[src/rtl/fir_hls_stream_ctrl.sv]
// Stream sequencer for one ap_ctrl_hs FIR core: input sample FIFO, one call per sample,
// 1-entry result register on a valid/ready output, and a watchdog for a hung core.
module fir_hls_stream_ctrl #(
  parameter int unsigned XW         = 8,
  parameter int unsigned YW         = 16,
  parameter int unsigned FIFO_DEPTH = 4,
  parameter int unsigned TIMEOUT    = 255
) (
  input  logic          ap_clk,
  input  logic          ap_rst,
  input  logic          s_valid,
  output logic          s_ready,
  input  logic [XW-1:0] s_data,
  output logic          m_valid,
  input  logic          m_ready,
  output logic [YW-1:0] m_data,
  output logic          fir_start,
  output logic [XW-1:0] fir_x,
  input  logic          fir_done,
  input  logic          fir_idle,
  input  logic          fir_ready,
  input  logic [YW-1:0] fir_y,
  input  logic          fir_y_vld,
  output logic          busy,
  output logic          err_timeout,
  output logic [15:0]   sample_cnt
);

  localparam int unsigned AW = $clog2(FIFO_DEPTH);
  localparam int unsigned CW = $clog2(FIFO_DEPTH + 1);
  localparam logic [CW-1:0] Full = CW'(FIFO_DEPTH);
  localparam logic [7:0] TimeoutLast = 8'(TIMEOUT - 1);

  typedef enum logic [1:0] {StIdle, StStart, StWait, StErr} state_e;

  state_e        state_q, state_d;
  logic [XW-1:0] mem_q [FIFO_DEPTH];
  logic [XW-1:0] mem_d [FIFO_DEPTH];
  logic [AW-1:0] wr_ptr_q, wr_ptr_d, rd_ptr_q, rd_ptr_d;
  logic [CW-1:0] count_q, count_d;
  logic [7:0]    wdog_q, wdog_d;
  logic          s_ready_q, s_ready_d;
  logic          m_valid_q, m_valid_d;
  logic [YW-1:0] m_data_q, m_data_d;
  logic          fir_start_q, fir_start_d;
  logic [XW-1:0] fir_x_q, fir_x_d;
  logic          busy_q, busy_d;
  logic          err_q, err_d;
  logic [15:0]   sample_cnt_q, sample_cnt_d;

  logic push, pop, launch, capture;

  always_comb begin
    // s_ready_q is already low when full or in ERR, so no extra qualification is needed.
    push    = s_valid & s_ready_q;
    pop     = 1'b0;
    launch  = 1'b0;
    capture = fir_y_vld & ((state_q == StStart) | (state_q == StWait));
    state_d = state_q;
    wdog_d  = wdog_q;

    unique case (state_q)
      StIdle: begin
        if ((count_q != '0) && fir_idle && (!m_valid_q || m_ready)) begin
          state_d = StStart;
          launch  = 1'b1;
          wdog_d  = '0;
        end
      end
      StStart: begin
        wdog_d = wdog_q + 8'd1;
        if (fir_ready) begin
          pop     = 1'b1;
          state_d = fir_done ? StIdle : StWait;
        end else if (wdog_q == TimeoutLast) begin
          state_d = StErr;
        end
      end
      StWait: begin
        wdog_d = wdog_q + 8'd1;
        if (fir_done) begin
          state_d = StIdle;
        end else if (wdog_q == TimeoutLast) begin
          state_d = StErr;
        end
      end
      StErr: begin
        state_d = StErr;
      end
    endcase

    mem_d = mem_q;
    if (push) begin
      mem_d[wr_ptr_q] = s_data;
    end
    wr_ptr_d = push ? wr_ptr_q + AW'(1) : wr_ptr_q;
    rd_ptr_d = pop ? rd_ptr_q + AW'(1) : rd_ptr_q;
    count_d  = count_q + CW'(push) - CW'(pop);

    s_ready_d   = (count_d != Full) && (state_d != StErr);
    fir_start_d = (state_d == StStart);
    // x is latched at launch so it stays stable for the whole START state.
    fir_x_d     = launch ? mem_q[rd_ptr_q] : fir_x_q;
    busy_d      = (state_d != StIdle);
    err_d       = (state_d == StErr);

    if (capture) begin
      m_valid_d = 1'b1;
    end else if (m_ready) begin
      m_valid_d = 1'b0;
    end else begin
      m_valid_d = m_valid_q;
    end
    m_data_d     = capture ? fir_y : m_data_q;
    sample_cnt_d = sample_cnt_q + 16'(capture);
  end

  always_ff @(posedge ap_clk) begin
    if (ap_rst) begin
      state_q      <= StIdle;
      wr_ptr_q     <= '0;
      rd_ptr_q     <= '0;
      count_q      <= '0;
      wdog_q       <= '0;
      s_ready_q    <= 1'b0;
      m_valid_q    <= 1'b0;
      m_data_q     <= '0;
      fir_start_q  <= 1'b0;
      fir_x_q      <= '0;
      busy_q       <= 1'b0;
      err_q        <= 1'b0;
      sample_cnt_q <= '0;
    end else begin
      state_q      <= state_d;
      wr_ptr_q     <= wr_ptr_d;
      rd_ptr_q     <= rd_ptr_d;
      count_q      <= count_d;
      wdog_q       <= wdog_d;
      s_ready_q    <= s_ready_d;
      m_valid_q    <= m_valid_d;
      m_data_q     <= m_data_d;
      fir_start_q  <= fir_start_d;
      fir_x_q      <= fir_x_d;
      busy_q       <= busy_d;
      err_q        <= err_d;
      sample_cnt_q <= sample_cnt_d;
    end
  end

  // Storage needs no reset: entries are only read once count_q says they were written.
  always_ff @(posedge ap_clk) begin
    mem_q <= mem_d;
  end

  assign s_ready     = s_ready_q;
  assign m_valid     = m_valid_q;
  assign m_data      = m_data_q;
  assign fir_start   = fir_start_q;
  assign fir_x       = fir_x_q;
  assign busy        = busy_q;
  assign err_timeout = err_q;
  assign sample_cnt  = sample_cnt_q;

endmodule

[config.mk]
export PLATFORM = sky130hd
export DESIGN_NAME = fir_hls_stream_ctrl
export DESIGN_NICKNAME = d
export VERILOG_FILES = /design/src/rtl/fir_hls_stream_ctrl.sv
export SDC_FILE = /design/constraint.sdc
export NUM_CORES = 1
export LEC_CHECK = 0
export BUFFER_PORTS_ARGS = -buffer_cell sky130_fd_sc_hd__buf_2
export CORE_ASPECT_RATIO = 0.6
export CORE_MARGIN = 2
export CORE_UTILIZATION = 58
export CTS_CLUSTER_SIZE = 28
export DETAILED_ROUTE_END_ITERATION = 8
export PLACE_DENSITY = 0.95
export SLEW_MARGIN = 0
export SYNTH_ARGS = -nofsm -noshare
export SYNTH_HDL_FRONTEND = slang
export SYNTH_SLANG_ARGS = --single-unit
[constraint.sdc]
create_clock -name ap_clk -period 4.6 [get_ports ap_clk]
set_input_delay 0.92 -clock ap_clk [delete_from_list [all_inputs] [get_ports ap_clk]]
set_output_delay 0.92 -clock ap_clk [all_outputs]
set_load 0.05 [all_outputs]
==> results.json <==
{
  "hold_class": "reg -> reg",
  "p_leak_nw": 1.83,
  "yosysSeqAreaShare_pct": 57.5,
  "fin_area_sq_um": 4460,
  "use_met3_pct": 5.97,
  "fin_setup_tns_ns": 0,
  "die_h_microns": 66.9,
  "crit_start": "state_q[0]$_SDFF_PP0_",
  "power.density_nw_per_um2": 482,
  "cpMostUsedCell": "ha_1",
  "min_from": "m_data[9]$_SDFFE_PP0N_",
  "cpPeakStageDelay_ns": 0.59,
  "cts-resized-gates": 0,
  "arrival_ns": 3.64,
  "antenna_found_initial": 0,
  "slew_headroom_pct": 33.1,
  "netlist_instances": 349,
  "status": "completed",
  "grt_max_degree": 57,
  "numCtsBuffers": 9,
  "setup_violations": 0,
  "gr-total-overflow": 0,
  "gp_congestion": 0.897,
  "fin_crit_sh_pct": 74.6,
  "p_switching_w": 0.000756,
  "drtIter0Drc": 202,
  "clockBufferDepth": 2,
  "antenna_cells": 0,
  "cp-start-kind": "flop",
  "grt_pass1_vias": 2885,
  "p_comb_share_pct": 27.1,
  "timing.max_cap.violations": 0,
  "cts.sinks": 94,
  "slowest_stage": "clkinv_1",
  "drc": 0,
  "worst_pin_slew_ns": 0.991,
  "ctsRootBufferMaster": "clkbuf_8",
  "path_max_fanout": 18,
  "crit_type": "reg -> reg",
  "post_drt_via_cell_ratio": 5.80,
  "io_buffers": 76,
  "cts_setup_buffers": 0,
  "report.final.slew_viol_count": 0,
  "seq_power_share_pct": 47.3,
  "drtAntennaViolNets": 0,
  "core.rowCount": 22,
  "cts.htree.levels": 3,
  "vias": 2970,
  "start_util_pct": 61.3,
  "syn_to_final_growth_pct": 16.5,
  "core-area_sq_um": 6250,
  "dp_hpwl_microns": 6140,
  "worst_slack_ns": 1.17,
  "path_cells": "inv_1 -> ha_1 -> nand2_1 -> clkinv_1 -> ha_1 -> ha_1 -> and3_2 -> nand4_1 -> xor2_1 -> nor2_1",
  "ys_types": 43,
  "use_met2_pct": 41.2,
  "r2r-start": "state_q[0]$_SDFF_PP0_",
  "dpl_cell_area_sq_um": 4260,
  "die-width_microns": 109,
  "fin_worst_skew_ns": 0.0143,
  "grt_usage_pct": 25.9,
  "synth_nets": 397,
  "postCtsHoldBufs": 0,
  "grt_busiest_layer": "met2",
  "ys_ff_latch": 94,
  "num-fill-cells": 389,
  "fin_nets": 471,
  "p_clk_share_pct": 25.6,
  "wl_per_cell_microns": 17.1,
  "pre_cts_slack_ns": 1.05,
  "max_freq_mhz": 291,
  "ir_drop_uv": 256,
  "whs_ns": 0.459,
  "io_pins": 77,
  "tritoncts": "done",
  "synth_area_sq_um": 3830,
  "die-area_sq_um": 7290,
  "cp.required_ns": 4.81,
  "hold_violations": 0,
  "wl_microns": 8780,
  "layout-drive-gt1-share_pct": 24.8,
  "end_kind": "flop",
  "rsz0062_at_grt": "no",
  "p_sw_share_pct": 35.2,
  "drtPass1Iterations": 7,
  "mostFrequentLayoutCell": "buf_2",
  "ys_warn_count": 0,
  "p_int_w": 0.00139,
  "clkTransAtPathRegs_ns": 0.10,
  "grt_first_pass_wirelength_microns": 14000,
  "most-common-layout-cells": "76 x buf_2, 62 x dfxtp_1, 44 x nand2_1",
  "synth.avg_cell_area_sq_um": 11.0,
  "period_needed_ns": 3.43,
  "grt_use_met1_pct": 34.0,
  "clk_latency_ns": 0.37
}
cell type report:
| class | count | area [sq um] | share of cell area [%] |
|---|---|---|---|
| clock inverter | 6 | 66.3 | 1.49 |
| sequential | 94 | 2200 | 49.4 |
| timing repair buffer | 76 | 380 | 8.53 |
| tap | 84 | 105 | 2.36 |
| clock buffer | 10 | 131 | 2.95 |
| multi-input combinational | 227 | 1520 | 34.1 |
| inverter | 15 | 56.3 | 1.26 |
worst paths after layout:
check                                                 to  slack [ns]  cells after the start
worst min-delay path              m_data[9]$_SDFFE_PP0N_        0.46                      2
worst max register to register  sample_cnt[8]$_SDFF_PP0_        1.17                     10
worst max-delay path            sample_cnt[8]$_SDFF_PP0_        1.17                     10
worst min register to register    m_data[9]$_SDFFE_PP0N_        0.46                      2
per-layer routing:
layer | vias up | wire length [microns]
li1 | 1382 | -
met3 | 26 | 659
met5 | - | 0
met2 | 159 | 4110
met4 | 0 | 236
met1 | 1403 | 3780
worst max-delay path, delay by kind of cell (launching register included):
kind / cells / cell delay, ns
flip-flops: 1 / 0.40
XOR/XNOR: 1 / 0.18
buffers and inverters: 2 / 0.71
AND/OR/NAND/NOR: 4 / 0.97
adder cells (fa/ha/maj): 3 / 1.01
power groups by stage:
stage | logic, W | clock network, W | registers, W
CTS | 0.000578 | 0.000552 | 0.00102
finish | 0.000582 | 0.000550 | 0.00102
global placement | 0.000539 | 0 | 0.00103
floorplan | 0.000279 | 0 | 0.00118
detailed placement | 0.000570 | 0 | 0.00103
global route | 0.000620 | 0.000583 | 0.00103
sequential cells by signal, summed over array words and instances (netlist names):
signal / count
wr_ptr_q: 2
fir_start: 1
count_q: 3
state_q: 2
fir_x: 8
err_timeout: 1
m_data: 16
rd_ptr_q: 2
wdog_q: 8
busy: 1
mem_q: 32
m_valid: 1
s_ready: 1
sample_cnt: 16
cell families (layout without fill, tap and decap cells):
| family | count (synthesis) | in the layout | synth area share [%] |
|---|---|---|---|
| multiplexers | 16 | 16 | 6.80 |
| AO/OA/AOI/OAI | 54 | 54 | 8.10 |
| adder cells (fa/ha/maj) | 16 | 16 | 5.42 |
| AND/OR/NAND/NOR | 127 | 127 | 16.1 |
| XOR/XNOR | 14 | 14 | 3.20 |
| flip-flops | 94 | 94 | 57.5 |
| buffers and inverters | 28 | 107 | 2.84 |
stage by stage:
stage	cells	power, W	utilization (%)
6_report	512	0.00215	71.4
5_1_grt	512	0.00223	71.4
4_1_cts	512	0.00215	71.4
3_5_place_dp	496	0.00160	68.2
3_3_place_gp	496	0.00157	68.2
2_1_floorplan	349	0.00146	-
synth_stat cells, drive strengths merged:
library cell | count | share of area (%)
nor4 | 2 | 0.33
nor2 | 27 | 2.6
and3 | 6 | 1.0
nand4 | 7 | 1.1
o221a | 1 | 0.29
nand2 | 44 | 4.3
inv | 14 | 1.4
clkbuf | 8 | 0.78
ha | 15 | 4.9
a21oi | 32 | 4.2
o21ai | 10 | 1.3
or2 | 1 | 0.16
edfxtp | 32 | 25
o21bai | 1 | 0.20
mux2i | 8 | 2.1
fa | 1 | 0.52
or4 | 3 | 0.59
o211ai | 1 | 0.20
mux4 | 8 | 4.7
a221oi | 1 | 0.23
and2 | 2 | 0.33
clkinv | 1 | 0.098
a32oi | 1 | 0.23
xnor2 | 6 | 1.4
xor2 | 8 | 1.8
a311oi | 1 | 0.23
nand3 | 12 | 1.7
dfxtp | 62 | 32
o31ai | 4 | 0.78
nor3 | 3 | 0.39
or3 | 9 | 1.6
buf | 5 | 0.59
nor2b | 5 | 0.82
a41oi | 1 | 0.23
and4 | 1 | 0.23
nand2b | 4 | 0.65
nor3b | 1 | 0.20
o311ai | 1 | 0.23
Note: power is estimated with default switching activity, not from simulation.
